$ cat config.mk
export PLATFORM = sky130hd
export DESIGN_NAME = rf_scoreboard_flat
export DESIGN_NICKNAME = d
export VERILOG_FILES = /design/src/rtl/rf_scoreboard_if.sv /design/src/rtl/rf_scoreboard.sv /design/src/flat_wrapper.sv
export SDC_FILE = /design/constraint.sdc
export NUM_CORES = 1
export LEC_CHECK = 0
export CELL_PAD_IN_SITES_DETAIL_PLACEMENT = 0
export CELL_PAD_IN_SITES_GLOBAL_PLACEMENT = 1
export CORE_UTILIZATION = 45
export CTS_BUF_LIST = sky130_fd_sc_hd__clkbuf_16
export CTS_CLUSTER_DIAMETER = 40
export DETAILED_ROUTE_END_ITERATION = 12
export PLACE_DENSITY = 0.8
export REMOVE_ABC_BUFFERS = 1
export SETUP_SLACK_MARGIN = 0.02
export SYNTH_ARGS = -nofsm -noshare
export SYNTH_HDL_FRONTEND = slang
export SYNTH_SLANG_ARGS = --single-unit
$ cat constraint.sdc
create_clock -name clk -period 4.1 [get_ports clk]
set_input_delay 0.41 -clock clk [delete_from_list [all_inputs] [get_ports clk]]
set_output_delay 0.41 -clock clk [all_outputs]
set_load 0.05 [all_outputs]
$ cat src/rtl/rf_scoreboard_if.sv
// Scoreboard bus: ID source queries, issue handshake, WB retire, pipeline kills,
// plus the status outputs. The pipeline side is master, the scoreboard is slave.
interface rf_scoreboard_if #(
  parameter int NUM_RD   = 2,
  parameter int NUM_KILL = 2
);
  logic [NUM_RD-1:0]     rd_en;
  logic [NUM_RD*5-1:0]   rd_addr;
  logic [NUM_RD-1:0]     rd_busy;
  logic                  stall;
  logic                  issue_valid;
  logic                  issue_we;
  logic [4:0]            issue_waddr;
  logic                  issue_fire;
  logic                  retire_valid;
  logic [4:0]            retire_waddr;
  logic [NUM_KILL-1:0]   kill_valid;
  logic [NUM_KILL*5-1:0] kill_waddr;
  logic [31:0]           busy_mask;
  logic                  err;

  modport master (
    output rd_en, rd_addr, issue_valid, issue_we, issue_waddr,
           retire_valid, retire_waddr, kill_valid, kill_waddr,
    input  rd_busy, stall, issue_fire, busy_mask, err
  );

  modport slave (
    input  rd_en, rd_addr, issue_valid, issue_we, issue_waddr,
           retire_valid, retire_waddr, kill_valid, kill_waddr,
    output rd_busy, stall, issue_fire, busy_mask, err
  );
endinterface

$ cat src/rtl/rf_scoreboard.sv
// Per-register in-flight-write scoreboard. Each architectural register r (1..31)
// keeps a saturating count of issued-but-not-retired writes. Issue increments,
// WB retire and pipeline kills decrement; all events on one register in a cycle
// fold into a single net delta. Register 0 is hardwired idle.
module rf_scoreboard #(
  parameter int NUM_RD        = 2,
  parameter int NUM_KILL      = 2,
  parameter int CNT_W         = 2,
  parameter bit RETIRE_BYPASS = 1'b0
) (
  input logic              clk,
  input logic              resetn,
  rf_scoreboard_if.slave   sb_if
);

  // Extra headroom so cnt + inc - dec can be examined for underflow.
  localparam int DW = CNT_W + 2;
  localparam logic [CNT_W-1:0] CNT_MAX = {CNT_W{1'b1}};

  logic [CNT_W-1:0]  cnt_q   [1:31];
  logic [CNT_W-1:0]  cnt_d   [1:31];
  logic              err_q;
  logic              err_d;
  logic [CNT_W-1:0]  cnt_all [0:31];
  logic [DW-1:0]     dec_cnt [0:31];
  logic [31:1]       inc_vec;
  logic [NUM_RD-1:0] rd_busy_c;
  logic [4:0]        rd_a;
  logic              sat_hit;
  logic              stall_c;
  logic              fire_c;
  logic [DW-1:0]     up_c;
  logic [31:0]       busy_mask_c;

  // Uniform view of all 32 counters with reg 0 pinned to zero
  always_comb begin
    cnt_all[0] = '0;
    for (int r = 1; r < 32; r++) cnt_all[r] = cnt_q[r];
  end

  // Count decrement sources (retire plus each kill port) per register
  always_comb begin
    for (int r = 0; r < 32; r++) begin
      dec_cnt[r] = '0;
      if (r != 0) begin
        if (sb_if.retire_valid && sb_if.retire_waddr == 5'(r))
          dec_cnt[r] = dec_cnt[r] + DW'(1);
        for (int k = 0; k < NUM_KILL; k++) begin
          if (sb_if.kill_valid[k] && sb_if.kill_waddr[5*k +: 5] == 5'(r))
            dec_cnt[r] = dec_cnt[r] + DW'(1);
        end
      end
    end
  end

  // Source-operand busy query. The bypass only looks at decrements: the
  // instruction being issued is the reader, so its own increment never
  // hides a hazard on its sources (and this keeps stall free of loops).
  always_comb begin
    rd_busy_c = '0;
    rd_a      = '0;
    for (int i = 0; i < NUM_RD; i++) begin
      rd_a = sb_if.rd_addr[5*i +: 5];
      rd_busy_c[i] = sb_if.rd_en[i] && (rd_a != 5'd0) && (cnt_all[rd_a] != '0);
      if (RETIRE_BYPASS && (cnt_all[rd_a] == CNT_W'(1)) && (dec_cnt[rd_a] != '0))
        rd_busy_c[i] = 1'b0;
    end
  end

  // Stall on a source hazard or on a destination counter that cannot grow
  always_comb begin
    sat_hit = sb_if.issue_valid && sb_if.issue_we && (sb_if.issue_waddr != 5'd0) &&
              (cnt_all[sb_if.issue_waddr] == CNT_MAX);
    stall_c = (|rd_busy_c) || sat_hit;
    fire_c  = sb_if.issue_valid && !stall_c;
  end

  // Per-register increment from an accepted writing instruction
  always_comb begin
    inc_vec = '0;
    for (int r = 1; r < 32; r++)
      inc_vec[r] = fire_c && sb_if.issue_we && (sb_if.issue_waddr == 5'(r));
  end

  // Net update per register; underflow clamps to zero and flags err
  always_comb begin
    err_d = err_q;
    up_c  = '0;
    for (int r = 1; r < 32; r++) begin
      up_c = DW'(cnt_q[r]) + DW'(inc_vec[r]);
      if (up_c < dec_cnt[r]) begin
        cnt_d[r] = '0;
        err_d    = 1'b1;
      end else begin
        cnt_d[r] = CNT_W'(up_c - dec_cnt[r]);
      end
    end
  end

  // Counter and sticky error state
  always_ff @(posedge clk or negedge resetn) begin
    if (!resetn) begin
      for (int r = 1; r < 32; r++) cnt_q[r] <= '0;
      err_q <= 1'b0;
    end else begin
      for (int r = 1; r < 32; r++) cnt_q[r] <= cnt_d[r];
      err_q <= err_d;
    end
  end

  // Occupancy bitmap for debug and flush logic
  always_comb begin
    busy_mask_c = '0;
    for (int r = 1; r < 32; r++) busy_mask_c[r] = (cnt_all[r] != '0);
  end

  assign sb_if.rd_busy    = rd_busy_c;
  assign sb_if.stall      = stall_c;
  assign sb_if.issue_fire = fire_c;
  assign sb_if.busy_mask  = busy_mask_c;
  assign sb_if.err        = err_q;

endmodule

$ cat src/flat_wrapper.sv
// flat-port wrapper written by rule: the top's interface ports become plain ports
module rf_scoreboard_flat 
#(
  parameter int NUM_RD        = 2,
  parameter int NUM_KILL      = 2,
  parameter int CNT_W         = 2,
  parameter bit RETIRE_BYPASS = 1'b0
)
  (clk, resetn, sb_if_rd_en, sb_if_rd_addr, sb_if_issue_valid, sb_if_issue_we, sb_if_issue_waddr, sb_if_retire_valid, sb_if_retire_waddr, sb_if_kill_valid, sb_if_kill_waddr, sb_if_rd_busy, sb_if_stall, sb_if_issue_fire, sb_if_busy_mask, sb_if_err);
  rf_scoreboard_if #(.NUM_RD(NUM_RD), .NUM_KILL(NUM_KILL)) sb_if_i ();
  input logic clk;
  input logic resetn;
  input wire logic [$bits(sb_if_i.rd_en)-1:0] sb_if_rd_en;
  input wire logic [$bits(sb_if_i.rd_addr)-1:0] sb_if_rd_addr;
  input wire logic [$bits(sb_if_i.issue_valid)-1:0] sb_if_issue_valid;
  input wire logic [$bits(sb_if_i.issue_we)-1:0] sb_if_issue_we;
  input wire logic [$bits(sb_if_i.issue_waddr)-1:0] sb_if_issue_waddr;
  input wire logic [$bits(sb_if_i.retire_valid)-1:0] sb_if_retire_valid;
  input wire logic [$bits(sb_if_i.retire_waddr)-1:0] sb_if_retire_waddr;
  input wire logic [$bits(sb_if_i.kill_valid)-1:0] sb_if_kill_valid;
  input wire logic [$bits(sb_if_i.kill_waddr)-1:0] sb_if_kill_waddr;
  output wire logic [$bits(sb_if_i.rd_busy)-1:0] sb_if_rd_busy;
  output wire logic [$bits(sb_if_i.stall)-1:0] sb_if_stall;
  output wire logic [$bits(sb_if_i.issue_fire)-1:0] sb_if_issue_fire;
  output wire logic [$bits(sb_if_i.busy_mask)-1:0] sb_if_busy_mask;
  output wire logic [$bits(sb_if_i.err)-1:0] sb_if_err;
  assign sb_if_i.rd_en = sb_if_rd_en;
  assign sb_if_i.rd_addr = sb_if_rd_addr;
  assign sb_if_i.issue_valid = sb_if_issue_valid;
  assign sb_if_i.issue_we = sb_if_issue_we;
  assign sb_if_i.issue_waddr = sb_if_issue_waddr;
  assign sb_if_i.retire_valid = sb_if_retire_valid;
  assign sb_if_i.retire_waddr = sb_if_retire_waddr;
  assign sb_if_i.kill_valid = sb_if_kill_valid;
  assign sb_if_i.kill_waddr = sb_if_kill_waddr;
  assign sb_if_rd_busy = sb_if_i.rd_busy;
  assign sb_if_stall = sb_if_i.stall;
  assign sb_if_issue_fire = sb_if_i.issue_fire;
  assign sb_if_busy_mask = sb_if_i.busy_mask;
  assign sb_if_err = sb_if_i.err;
  rf_scoreboard #(.NUM_RD(NUM_RD), .NUM_KILL(NUM_KILL), .CNT_W(CNT_W), .RETIRE_BYPASS(RETIRE_BYPASS)) u_core (.clk(clk), .resetn(resetn), .sb_if(sb_if_i));
endmodule
Yosys cells after proc, flatten, opt, wreduce, memory -nomap -nowiden
Cells that the tools add are included.
Widths: inputs -> output; s select.
- input port bits: 39
- register bits after elaboration: 63
- logic and storage cells: 655
- add/sub/neg operators: 124
- bitwise operators: 3
- magnitude comparators: 34
- reductions and logical operators: 173
- equal/unequal tests: 125
- mux-type cells: 164
- operator list (operator ; number):
    $eq 5x5->1 const B ; 64
    $mux 4 ; 62
    $eq 5x4->1 const B ; 32
    $logic_and 1x1->1 ; 133
    $add 4x1->4 const B ; 31
    $lt 3x4->1 ; 31
    $add 2x1->3 ; 31
    $eq 5x3->1 const B ; 16
    $mux 2 ; 37
    $reduce_bool 2->1 ; 33
    $add 1x1->2 const B ; 31
    $mux 1 ; 62
    $sub 2x2->2 ; 31
    $eq 5x2->1 const B ; 8
    $reduce_bool 31->1 ; 1
    $bmux 2 s5 ; 3
    $eq 5x1->1 const B ; 4
    $ge 6x6->1 const B ; 3
    $not 5->6 ; 3
    $reduce_bool 5->1 ; 3
    $eq 2x2->1 const B ; 1
    $reduce_or 2->1 ; 1
    $logic_not 1->1 ; 1
    $logic_or 1x1->1 ; 1

Depth between registers and ports, before layout
Gate-level depths: netlist (run 1).
- word-level depth: 45
- mapped depth: 19

Worst setup path after synthesis (run 1)
OpenSTA, ideal clock, no wires.
- path kind: reg2reg
- start point: reg u_core.cnt_q, in the netlist u_core.cnt_all[57]
- end point: reg u_core.err_q (netlist: u_core.sb_if.err)
- required time: 3973 ps
- library setup time: 127 ps
- cell stages (with the launch flop): 17
- data arrival time: 3822 ps
- clock period less this slack: 3949 ps
- path buffers: 1
- path slack: 151 ps
- path through: dfrtp_1 -> or2_1 -> mux2_2 -> a221o_1 -> a211oi_2 -> nand3_2 -> buf_6 -> nor4_1 -> ha_1 -> ha_1 -> inv_1 -> fa_1 -> inv_1 -> a21oi_1 -> nor4_1 -> nand4_1 -> or2_2
- cells in the longest elaborated chain, start to end: 43
- elaborated cells between the ends (all ways): 144
- RTL lines (what ; line ; text):
    start: declaration ; rf_scoreboard.sv:20 ; logic [CNT_W-1:0] cnt_q [1:31];
    $bmux 2 s5 ; rf_scoreboard.sv:64 ; rd_busy_c[i] = sb_if.rd_en[i] && (rd_a != 5'd0) && (cnt_all[rd_a] != '0);
    $mux 2 (implied by the code) (2 in series) ; rf_scoreboard.sv:64 ;
    $reduce_bool 2->1 ; rf_scoreboard.sv:64 ;
    $logic_and 1x1->1 ; rf_scoreboard.sv:64 ;
    $reduce_or 2->1 ; rf_scoreboard.sv:74 ; stall_c = (|rd_busy_c) || sat_hit;
    $logic_or 1x1->1 ; rf_scoreboard.sv:74 ;
    $logic_not 1->1 ; rf_scoreboard.sv:75 ; fire_c = sb_if.issue_valid && !stall_c;
    $logic_and 1x1->1 ; rf_scoreboard.sv:75 ;
    $logic_and 1x1->1 (2 in series) ; rf_scoreboard.sv:82 ; inc_vec[r] = fire_c && sb_if.issue_we && (sb_if.issue_waddr == 5'(r));
    $add 2x1->3 ; rf_scoreboard.sv:90 ; up_c = DW'(cnt_q[r]) + DW'(inc_vec[r]);
    $lt 3x4->1 ; rf_scoreboard.sv:91 ; if (up_c < dec_cnt[r]) begin
    $mux 1 (30 in series) ; rf_scoreboard.sv:91 ;
    end signal: assignment ; rf_scoreboard.sv:107 ; err_q <= err_d;
    end: declaration ; rf_scoreboard.sv:22 ; logic err_q;
Parallel ways exist; a longest one is shown, timed or not. The select of a mux whose other input is x is not followed.
A chain may end at the register's enable or synchronous reset.

Worst setup path after layout (run 1)
- start point: reg u_core.cnt_q, in the netlist u_core.cnt_all[18]
- end point: reg u_core.err_q (netlist: u_core.sb_if.err)
The elaborated chain is that of the path after synthesis.

==> metrics.md, run 1 <==
| Metric | Value |
|---|---|
| Status | `finished with violations` |
| Violated checks | `setup timing` |
| CTS Buf Count | `9` |
| Setup ws final | `-0.1202 ns` |
| First-pass GRT wire length | `46570 um` |
| Die Area | `19870 um^2` |
| # fillers | `1563` |
| Row count | `50` |
| Met2 WL | `13980 um` |
| Buffers on Ports | `74` |
| CTS clk-pin slew, worst paths | `0.06 ns` |
| Fmax | `237.0 MHz` |
| Synth cell types | `54` |
| Ant. Diodes | `0` |
| TNS Setup | `-0.1202 ns` |
| M1 WL | `14020 um` |
| Max Slew Vio Count | `0` |
| Vias | `8616` |
| GP Congestion | `0.9734` |
| Total Wirelength | `31600 um` |
| P_sw | `2.891 mW` |
| H-tree depth | `3` |
| Worst EP required | `4.34 ns` |
| Largest net degree at the start of global routing | `44` |
| Unrepaired setup endpoints after global routing | `true` |
| Crit path kind | `reg2reg` |
| Worst path arrival time | `4.46 ns` |
| Final cycle utilization of the critical path | `1.029` |
| Area share of the largest cell type after synthesis | `0.2678` |
| Number of I/O pins | `76` |
| Worst-case clock buffer depth | `2` |
| DRC viols | `0` |
| CTS tree | `built` |
| Worst path max stage delay | `0.47 ns` |
| Average wire per standard cell | `19.84 um` |
| Yosys warns | `0` |
| Final cell count without fillers | `1593` |
| Total core area | `18830 um^2` |
| Largest cells by area after synthesis | `ha_1, dfrtp_1, inv_1` |
| Initial Util | `0.4615` |
| P_leak | `6.082 nW` |
| Fin. Hold Viols | `0` |
| Maxcap violations | `0` |
| Fin crit period | `4.220 ns` |
| Critical Path Sink Type | `flop` |
| Fraction of layout cells with a size suffix above 1 | `0.2926` |
| Routed wl met3 | `2395 um` |
| CP cell instances | `buf_4, mux4_2, mux2i_1, mux2i_1, a32oi_2, nand3_2, buf_6, buf_4, nor4_2, ha_1, ha_1, inv_1, fa_1, inv_1, a21oi_1, nor4_4, nand4_1, or2_4` |
| DP HPWL | `23900 um` |
| Synthesis-to-layout area growth | `42.87%` |
| Chip height | `141.0 um` |
| Crit start category | `flop` |
| Seq/Total Area, Yosys | `0.1814` |
| Initial DRT Pass Iterations | `6` |
| Top_reg_cell synth | `dfrtp_1` |
| CTS Sinks | `63` |
| Flop and latch count out of synthesis | `63` |
| Final setup viols | `1` |
| Crit-path max FO | `5` |
| PD cells | `484.1 nW/um^2` |
| Root Driver | `clkbuf_16` |
| Yosys top cell by area | `ha_1` |
| Grt ovf | `0` |
| Clock group share of total power | `0.136` |
| Synth Instances | `1068` |
| Reg area | `1584 um^2` |
| Highest routed layer | `met4` |
| Syn_area_per_cell | `8.136 um^2` |
| Register share of total power | `0.201` |
| Final nets | `1584` |
| Asr flop ratio synth | `1.000` |
| Post-synth EDFFs | `0` |
| CP bufs+invs | `5` |
| Comb pwr share | `0.662` |
| Worst path slowest cell | `mux4_2` |
| Internal power | `3.119 mW` |
| Worst-Skew Late Latency | `0.36 ns` |
| Family with the most delay on the worst path | `simple AND/OR/NAND/NOR gates` |
| Worst min-delay path category | `in2async` |
| Area occupied by multi-input gates | `7086 um^2` |
| Synthesized area | `8690 um^2` |
| All-Layer GR Usage | `0.3215` |
| Worst-Margin Slew | `1.175 ns` |
| Initial antenna violation count | `0` |
| Clock skew | `0.008075 ns` |
| Worst VDD drop | `0.0003876 V` |
| Sw frac | `0.4810` |
| Normalized max-slew margin | `0.2167` |
| Via-to-Cell Ratio | `5.409` |
| Vias in the first global route | `8281` |
| Iter 0 DRT Violations | `727` |
| Die width | `141.0 um` |
| Final ANT Viol Nets | `0` |
| Placed cell count | `1533` |
==> cell usage in the layout, fill, tap and decap left out, types with 5 or more instances in the layout <==
cell type	Yosys	layout
buf_4	1	186
nor2_1	177	173
inv_1	180	166
ha_1	186	158
nand2_1	68	68
clkdlybuf4s50_1	0	64
dfrtp_1	63	57
nand3_1	51	49
a21oi_1	55	37
nor4_4	0	28
xor2_1	21	21
fa_1	31	20
ha_2	0	20
or2_2	22	17
nor2b_1	14	14
inv_2	1	14
mux4_2	13	13
a21oi_2	0	13
o21ai_0	13	12
nor3_1	14	12
buf_6	7	12
fa_2	0	11
nand2b_1	10	10
xnor2_1	10	10
nand4_1	9	9
clkbuf_16	0	9
ha_4	0	8
buf_12	0	8
mux2i_1	7	7
nor4_2	1	6
dfrtp_2	0	6
or2_4	0	5
or3_1	5	5
o2111ai_1	5	5
a21oi_4	0	5
==> synthesized netlist by cell type, types with 3 or more instances <==
| master | instances |
|---|---|
| ha_1 | 186 |
| inv_1 | 180 |
| nor2_1 | 177 |
| nand2_1 | 68 |
| dfrtp_1 | 63 |
| a21oi_1 | 55 |
| nand3_1 | 51 |
| nor4_1 | 35 |
| fa_1 | 31 |
| or2_2 | 22 |
| xor2_1 | 21 |
| clkbuf_1 | 14 |
| nor2b_1 | 14 |
| nor3_1 | 14 |
| mux4_2 | 13 |
| o21ai_0 | 13 |
| nand2b_1 | 10 |
| xnor2_1 | 10 |
| nand4_1 | 9 |
| buf_6 | 7 |
| mux2i_1 | 7 |
| buf_2 | 6 |
| o2111ai_1 | 5 |
| or3_1 | 5 |
| o211ai_1 | 4 |
| a2111o_1 | 3 |
| a211oi_1 | 3 |
| a31oi_1 | 3 |
| mux4_1 | 3 |
==> path summary, 6_finish.rpt <==
check | startpoint | to | slack (ns) | cells past startpoint
hold / removal | resetn | u_core.cnt_all[24] | 0.28 | 1
setup reg to reg | u_core.cnt_all[18] | u_core.sb_if.err | -0.12 | 18
setup / recovery | u_core.cnt_all[18] | u_core.sb_if.err | -0.12 | 18
hold reg to reg | u_core.sb_if.err | u_core.sb_if.err | 0.81 | 3
max in group asynchronous | resetn | u_core.cnt_all[32] | 2.85 | 2
min in group clk | u_core.sb_if.err | u_core.sb_if.err | 0.81 | 3
==> power groups by stage <==
| stage | clock network (mW) | registers (mW) | logic [mW] |
|---|---|---|---|
| after floorplan | 0 | 1.10 | 1.87 |
| after global placement | 0 | 1.19 | 3.36 |
| after detailed placement | 0 | 1.20 | 3.40 |
| after CTS | 0.818 | 1.18 | 3.72 |
| after global routing | 0.847 | 1.23 | 4.24 |
| final | 0.819 | 1.21 | 3.98 |
==> cells by family after synthesis <==
family                     Yosys count  synth area share
and+or+nand+nor                    423            0.2279
muxes                               24           0.05212
DFF                                 63            0.1814
adders and majority gates          217            0.3392
AOI/OAI and AO/OA                   98           0.06911
other                                1         0.0004316
buffers and inverters              211           0.09849
xor gates and xnor gates            31           0.03125
==> layout make-up <==
class | count | share of cell area
multi-input combinational | 794 | 0.5708
timing repair buffer | 279 | 0.1965
sequential | 63 | 0.1276
inverter | 181 | 0.05493
tap | 260 | 0.02620
clock buffer | 9 | 0.01814
clock inverter | 7 | 0.005846
==> registers in the layout, indices dropped and copies added, names as in the netlist <==
name	count
u_core.sb_if.err	1
u_core.cnt_all	62
==> metal layers <==
metal | vias to the layer above | global-route usage
li1 | 4085 | -
met1 | 4089 | 0.4461
met2 | 343 | 0.5014
met3 | 99 | 0.04688
met4 | 0 | 0.1322
met5 | - | 0
==> worst register-to-register path, delay by kind of cell, from the launching register on <==
kind                     cells  cell delay [ns]
buffers and inverters        5             0.62
AND/OR/NAND/NOR              5             1.20
flip-flops                   1             0.45
AO/OA/AOI/OAI                2             0.33
multiplexers                 3             0.74
adder cells (fa/ha/maj)      3             0.77
==> stage by stage <==
stage | setup WS [ns] | cell area, um^2 | hold slack, ns | power [mW] | utilization
2_1_floorplan | -0.01939 | 8513 | 0.1144 | 2.977 | -
5_1_grt | -0.2395 | 12410 | 0.3503 | 6.326 | 0.6593
6_report | -0.1202 | 12410 | 0.2755 | 6.010 | 0.6593
3_5_place_dp | -0.9220 | 10850 | 0.6907 | 4.598 | 0.5761
3_3_place_gp | -0.8209 | 10850 | 0.6753 | 4.548 | 0.5761
4_1_cts | -0.05452 | 11980 | 0.3164 | 5.723 | 0.6362
==> repair_timing <==
item	in CTS	in global routing
gates cloned	1	0
hold buffers	0	0
resized for setup	124	74
setup buffers	34	14
endpoints found under the setup margin	1	2
pin swaps	43	43
Power figures use the tool's default switching activity.
==> inputs of run 2 (changes only) <==
--- a/config.mk
+++ b/config.mk
@@ -7,11 +7,12 @@
 export LEC_CHECK = 0
 export CELL_PAD_IN_SITES_DETAIL_PLACEMENT = 0
 export CELL_PAD_IN_SITES_GLOBAL_PLACEMENT = 1
-export CORE_UTILIZATION = 45
+export CORE_UTILIZATION = 41
 export CTS_BUF_LIST = sky130_fd_sc_hd__clkbuf_16
 export CTS_CLUSTER_DIAMETER = 40
 export DETAILED_ROUTE_END_ITERATION = 12
-export PLACE_DENSITY = 0.8
+export MAX_ROUTING_LAYER = met4
+export PLACE_DENSITY = 0.77
 export REMOVE_ABC_BUFFERS = 1
 export SETUP_SLACK_MARGIN = 0.02
 export SYNTH_ARGS = -nofsm -noshare
==> constraint.sdc (replaced) <==
create_clock -name clk -period 3.5 [get_ports clk]
set_input_delay 0.35 -clock clk [delete_from_list [all_inputs] [get_ports clk]]
set_output_delay 0.35 -clock clk [all_outputs]
set_load 0.05 [all_outputs]
==> run 2 against run 1 <==
The flow still finishes with violations (setup timing); fmax decreased by 4.7%; sequential share of layout area decreased by 2.0 points; register-to-register slack got worse by 0.81 ns; combinational power increased by 51%; global-route usage increased by 0.56 points; non-clock buffer count increased by 140; sequential cell count unchanged; first-iteration DRC count increased by 23%; clock power increased by 25%; critical path type unchanged; largest cell class unchanged; largest power group unchanged.
==> metrics.md, run 2 (synthesis results as in run 1) <==
| Metric | Value |
|---|---|
| Root Driver | `clkbuf_16` |
| Worst path slowest cell | `mux4_2` |
| Most common cell after layout, fill and taps aside | `buf_4` |
| Crit start category | `flop` |
| Row count | `52` |
| Initial DRT Pass Iterations | `8` |
| Fmax | `225.9 MHz` |
| Die width | `147.6 um` |
| Max Slew Vio Count | `0` |
| TNS Setup | `-8.933 ns` |
| Vias in the first global route | `9440` |
| Buffers on Ports | `74` |
| Final setup viols | `55` |
| PD cells | `574.9 nW/um^2` |
| Setup ws final | `-0.9273 ns` |
| Normalized max-slew margin | `0.3662` |
| CTS Buf Count | `9` |
| R2R setup slack | `-0.93 ns` |
| P_leak | `6.778 nW` |
| Status | `finished with violations` |
| Maxcap violations | `0` |
| DRC viols | `0` |
| Initial Util | `0.4240` |
| Critical Path Sink Type | `flop` |
| Total core area | `20490 um^2` |
| Iter 0 DRT Violations | `894` |
| Worst path max stage delay | `0.46 ns` |
| Worst path arrival time | `4.67 ns` |
| Grt ovf | `0` |
| Final ANT Viol Nets | `0` |
| Fin. Hold Viols | `0` |
| Average wire per standard cell | `21.99 um` |
| Worst Reg-to-Reg Cells | `18` |
| Unrepaired setup endpoints after global routing | `true` |
| First-pass GRT wire length | `51470 um` |
| Max FFs per register | `62` |
| Worst min-delay path category | `in2async` |
| Final cell count without fillers | `1744` |
| All-Layer GR Usage | `0.3271` |
| Worst-Skew Late Latency | `0.36 ns` |
| Chip height | `147.6 um` |
| Final cycle utilization of the critical path | `1.265` |
| Violated checks | `setup timing` |
| Clock skew | `0.008301 ns` |
| CTS clk-pin slew, worst paths | `0.06 ns` |
| Hold-fix buffers, CTS | `0` |
| CTS Sinks | `63` |
| H-tree depth | `3` |
| CTS tree | `built` |
| Die Area | `21780 um^2` |
| Placed cell count | `1673` |
| Via-to-Cell Ratio | `5.634` |
| Fraction of layout cells with a size suffix above 1 | `0.4732` |
| Worst EP required | `3.74 ns` |
| Number of I/O pins | `76` |
| Fin crit period | `4.427 ns` |
| Total Wirelength | `38350 um` |
| Crit path kind | `reg2reg` |
| Highest-count cells in the layout ignoring fill and taps | `buf_4, nor2_1, ha_1` |
| Worst-case clock buffer depth | `2` |
| Total design power | `8.460 mW` |
| Final nets | `1724` |
| Crit-path max FO | `7` |
| RR Startpoint | `u_core.cnt_all[24]` |
| Vias | `9825` |
| Worst-Margin Slew | `0.9507 ns` |
| Worst VDD drop | `0.0004647 V` |
| DP HPWL | `25490 um` |
| Largest net degree at the start of global routing | `64` |
| GP Congestion | `0.9466` |
| Initial antenna violation count | `1` |
| Synthesis-to-layout area growth | `69.35%` |
| Crit Reg-Reg Endpoint | `u_core.sb_if.err` |
| CP cell instances | `buf_6, mux4_2, mux2i_1, mux2i_1, a32oi_2, nand3_2, buf_4, nor4_4, ha_2, inv_1, ha_1, fa_1, inv_1, a21oi_1, nor4_1, buf_4, nand4_1, or2_4` |
| Hold Worst Slack | `0.2113 ns` |
[run 2: cell types whose count changed in the layout (fill, tap and decap cells not counted), moves of 15 or more]
cell,change
nor2_1,-39
buf_6,+32
inv_1,-55
ha_1,-41
buf_4,+97
nor2_2,+25
fa_2,+15
ha_4,+43
inv_2,+51
fa_1,-15
[run 2: cell type report]
type / instances / area (um^2)
multi-input cells: 794 / 8025
fillers: 1347 / 5779
repair buffers: 419 / 3756
flip-flops and latches: 63 / 1580
inverters: 181 / 691.9
well taps: 270 / 337.8
clock buffers: 9 / 225.2
clock inverters: 7 / 96.34
diodes: 1 / 2.502
[run 2: layer usage]
| metal | routed length, um | vias up | share of wire | track usage |
|---|---|---|---|---|
| li1 | - | 4371 | - | - |
| met1 | 15630 | 4703 | 0.41 | 0.4227 |
| met2 | 17460 | 583 | 0.46 | 0.5005 |
| met3 | 3228 | 168 | 0.084 | 0.05340 |
| met4 | 2036 | 0 | 0.053 | 0.1531 |
| met5 | 0 | - | 0 | - |
[run 2: worst max-delay path by stage]
stage,start,to,slack (ns),cells past startpoint
floorplan,u_core.cnt_all[4],u_core.sb_if.err,-0.62,15
global placement,sb_if_issue_waddr[0],u_core.sb_if.err,-1.59,19
detailed placement,sb_if_issue_waddr[0],u_core.sb_if.err,-1.63,19
CTS,sb_if_rd_addr[0],sb_if_issue_fire,-0.71,23
global route,u_core.cnt_all[24],u_core.sb_if.err,-1.11,18
finish,u_core.cnt_all[24],u_core.sb_if.err,-0.93,18
[run 2: where the power goes]
group / switching [mW] / leakage (nW) / internal, mW
Combinational: 3.22 / 5.86 / 2.79
Sequential: 0.352 / 0.773 / 1.07
Clock: 0.399 / 0.150 / 0.625
[run 2: timing repair]
| action | CTS | global route |
|---|---|---|
| buffers inserted | 40 | 31 |
| endpoints found under the setup margin | 63 | 65 |
| resized for setup | 235 | 234 |
| pin swaps | 68 | 84 |
| gates cloned | 1 | 1 |
[run 2: metrics by stage]
stage	util	instance area (um^2)	setup WS, ns
after global routing	0.7180	14720	-1.105
after floorplan	-	8513	-0.6194
after global placement	0.5812	11910	-1.592
final	0.7180	14720	-0.9273
after detailed placement	0.5812	11910	-1.632
after CTS	0.6633	13590	-0.7125
[run 2: critical path: cells and delay by family (launching register included)]
family          cells  cell delay (ns)
buf+inv             5             0.65
mux                 3             0.84
compound gates      2             0.32
simple gates        5             1.26
flops               1             0.43
fa+ha+maj           3             0.78
==> inputs of run 3 (changes only) <==
--- a/config.mk
+++ b/config.mk
@@ -5,16 +5,18 @@
 export SDC_FILE = /design/constraint.sdc
 export NUM_CORES = 1
 export LEC_CHECK = 0
+export ABC_AREA = 1
 export CELL_PAD_IN_SITES_DETAIL_PLACEMENT = 0
 export CELL_PAD_IN_SITES_GLOBAL_PLACEMENT = 1
-export CORE_UTILIZATION = 41
+export CORE_UTILIZATION = 39
 export CTS_BUF_LIST = sky130_fd_sc_hd__clkbuf_16
 export CTS_CLUSTER_DIAMETER = 40
 export DETAILED_ROUTE_END_ITERATION = 12
 export MAX_ROUTING_LAYER = met4
-export PLACE_DENSITY = 0.77
+export PLACE_DENSITY_LB_ADDON = 0.1
 export REMOVE_ABC_BUFFERS = 1
 export SETUP_SLACK_MARGIN = 0.02
 export SYNTH_ARGS = -nofsm -noshare
 export SYNTH_HDL_FRONTEND = slang
 export SYNTH_SLANG_ARGS = --single-unit
+export TNS_END_PERCENT = 100
==> run 3 against run 2 <==
Sequential power hardly changed; first-iteration DRC count is 40% lower; largest cell class unchanged; global-route usage is 4.3 points lower; the run ends with hold timing, setup timing left; count of clock-buffer cells in the layout stayed put; cell count is 19% higher; largest power group unchanged; clock skew is 0.0030 ns lower; die area is 13% higher; sequential cell count stayed put; sequential share of layout area is 1.2 points higher; critical path type unchanged.
==> metrics.md, run 3 <==
| Metric | Value |
|---|---|
| Total core area | `23540 um^2` |
| Final ANT Viol Nets | `0` |
| Asr flop ratio synth | `1.000` |
| Vias | `9600` |
| Crit-path max FO | `4` |
| DRC viols | `0` |
| Seq/Total Area, Yosys | `0.1682` |
| Row count | `56` |
| Worst EP required | `3.73 ns` |
| Max Slew Vio Count | `0` |
| Status | `finished with violations` |
| Clock skew | `0.005328 ns` |
| Post-synth EDFFs | `0` |
| Flop and latch count out of synthesis | `63` |
| Top_reg_cell synth | `dfrtp_1` |
| Violated checks | `hold timing, setup timing` |
| Highest-count cells in the layout ignoring fill and taps | `inv_1, nor2_1, buf_4` |
| Yosys warns | `0` |
| Maxcap violations | `0` |
| Fmax | `267.7 MHz` |
| Unrepaired setup endpoints after global routing | `true` |
| Via-to-Cell Ratio | `4.627` |
| Largest cells by area after synthesis | `ha_1, dfrtp_1, inv_1` |
| Die width | `157.0 um` |
| CTS clk-pin slew, worst paths | `0.05 ns` |
| Final cycle utilization of the critical path | `1.067` |
| Fin crit period | `3.735 ns` |
| Worst path arrival time | `3.96 ns` |
| Chip height | `157.0 um` |
| All-Layer GR Usage | `0.2840` |
| CTS Buf Count | `9` |
| Hold Worst Slack | `-0.0007343 ns` |
| Final setup viols | `1` |
| Buffers on Ports | `74` |
| Most common cell in the synthesized netlist | `inv_1` |
| Post-route cell area | `13210 um^2` |
| Most common cell after layout, fill and taps aside | `inv_1` |
| Initial Util | `0.3981` |
| GP Congestion | `0.9335` |
| Worst-Skew Late Latency | `0.34 ns` |
| Synth Instances | `1430` |
| DP HPWL | `28150 um` |
| Final nets | `2008` |
| Synthesized area | `9373 um^2` |
| Fraction of layout cells with a size suffix above 1 | `0.2170` |
| Average wire per standard cell | `15.76 um` |
| Synth cell types | `27` |
| Normalized max-slew margin | `0.6173` |
| Total Wirelength | `32690 um` |
| Vias in the first global route | `9338` |
| Die Area | `24660 um^2` |
| TNS Setup | `-0.2350 ns` |
| Number of I/O pins | `76` |
| First-pass GRT wire length | `50260 um` |
| Syn_area_per_cell | `6.554 um^2` |
| Placed cell areas | `12280 um^2` |
| H-tree depth | `3` |
| Ant. Diodes | `0` |
| P_leak | `7.064 nW` |
| Synthesis-to-layout area growth | `40.96%` |
| Area share of the largest cell type after synthesis | `0.2483` |
| Initial DRT Pass Iterations | `5` |
| Largest net degree at the start of global routing | `42` |
| Hold-fix buffers, CTS | `0` |
| PD cells | `525.2 nW/um^2` |
| Iter 0 DRT Violations | `534` |
| CTS Sinks | `63` |
| Worst-Margin Slew | `0.5741 ns` |
| Top post-synthesis cells by count | `inv_1, nor2_1, nand2_1` |
| Fin. Hold Viols | `1` |
| Critical Path Sink Type | `flop` |
| Yosys top cell by area | `ha_1` |
| Max FFs per register | `62` |
| Root Driver | `clkbuf_16` |
| Worst-case clock buffer depth | `2` |
| Crit start category | `flop` |
| Finished Core Util | `0.5612` |
| Setup ws final | `-0.2350 ns` |
| Worst VDD drop | `0.0004290 V` |
| Worst min-delay path category | `in2async` |
| Crit path kind | `reg2reg` |
| CTS tree | `built` |
| Grt ovf | `0` |
| Initial antenna violation count | `0` |
[run 3: cell families after synthesis]
group	share of synthesized area
compound gates	0.05206
simple gates	0.2893
other cells	0.0004001
fa+ha+maj	0.3145
xor+xnor	0.02897
buf+inv	0.1466
flops	0.1682
[run 3: final timing paths]
| kind | startpoint | end | slack (ns) | depth (start not counted) |
|---|---|---|---|---|
| max in group asynchronous | resetn | u_core.cnt_all[24] | 2.51 | 2 |
| worst min-delay path | resetn | u_core.cnt_all[43] | -0.0007 | 1 |
| worst max-delay path | u_core.cnt_all[10] | u_core.sb_if.err | -0.23 | 23 |
| min in group clk | u_core.sb_if.err | u_core.sb_if.err | 0.77 | 3 |
| worst max register to register | u_core.cnt_all[10] | u_core.sb_if.err | -0.23 | 23 |
| worst min register to register | u_core.sb_if.err | u_core.sb_if.err | 0.77 | 3 |
[run 3: stage by stage]
step                      instances  power, mW  setup WS (ns)  hold WS [ns]
final                          2075      6.939        -0.2350    -0.0007343
after global routing           2075      7.481        -0.3876       0.03203
after CTS                      2062      6.741        -0.1477      0.005686
after detailed placement       2039      5.800         -1.457        0.3723
after global placement         2039      5.744         -1.465        0.3640
after floorplan                1407      3.528        0.05826       0.05441
[run 3: metal layers]
| metal | vias to the layer above | wire [um] | global-route usage |
|---|---|---|---|
| met5 | - | 0 | - |
| met4 | 0 | 967 | 0.09431 |
| met3 | 51 | 1205 | 0.02863 |
| met2 | 236 | 14510 | 0.4521 |
| met1 | 4351 | 16010 | 0.3768 |
| li1 | 4962 | - | - |
[run 3: power breakdown]
| group | internal, mW | leakage, nW | switching [mW] | total [mW] |
|---|---|---|---|---|
| clock | 0.460 | 0.138 | 0.326 | 0.786 |
| sequential | 1.07 | 0.777 | 0.322 | 1.39 |
| combinational | 2.13 | 6.15 | 2.63 | 4.76 |
[run 3: cell type report]
cell class,instances,area [um^2]
tap,319,399.1
clock inverter,6,23.77
inverter,333,1255
multi-input combinational,1011,6845
fill,2341,10330
clock buffer,9,225.2
timing repair buffer,334,2887
sequential,63,1577
[run 3: repair_timing]
action	4_1_cts	5_1_grt
pin swaps	25	51
buffers inserted	8	13
gates cloned	0	1
gates resized for setup	94	75
endpoints found under the setup margin	36	11
[run 3: critical path: stages (launching register included)]
cell and delay [ns]:
dfrtp_1 0.40, buf_4 0.15, nor2_1 0.15, nor2_1 0.07, nor2_1 0.10, nand3_1 0.10, nand3_2 0.11, nand3_2 0.08
nand3_2 0.09, nand2_2 0.08, nor2_4 0.19, nand3_4 0.14, buf_12 0.17, buf_8 0.12, nor2_4 0.11, ha_4 0.14
inv_4 0.03, ha_4 0.15, fa_2 0.37, inv_2 0.07, a21oi_4 0.06, nor4_4 0.35, nand4_1 0.13, or2_4 0.26
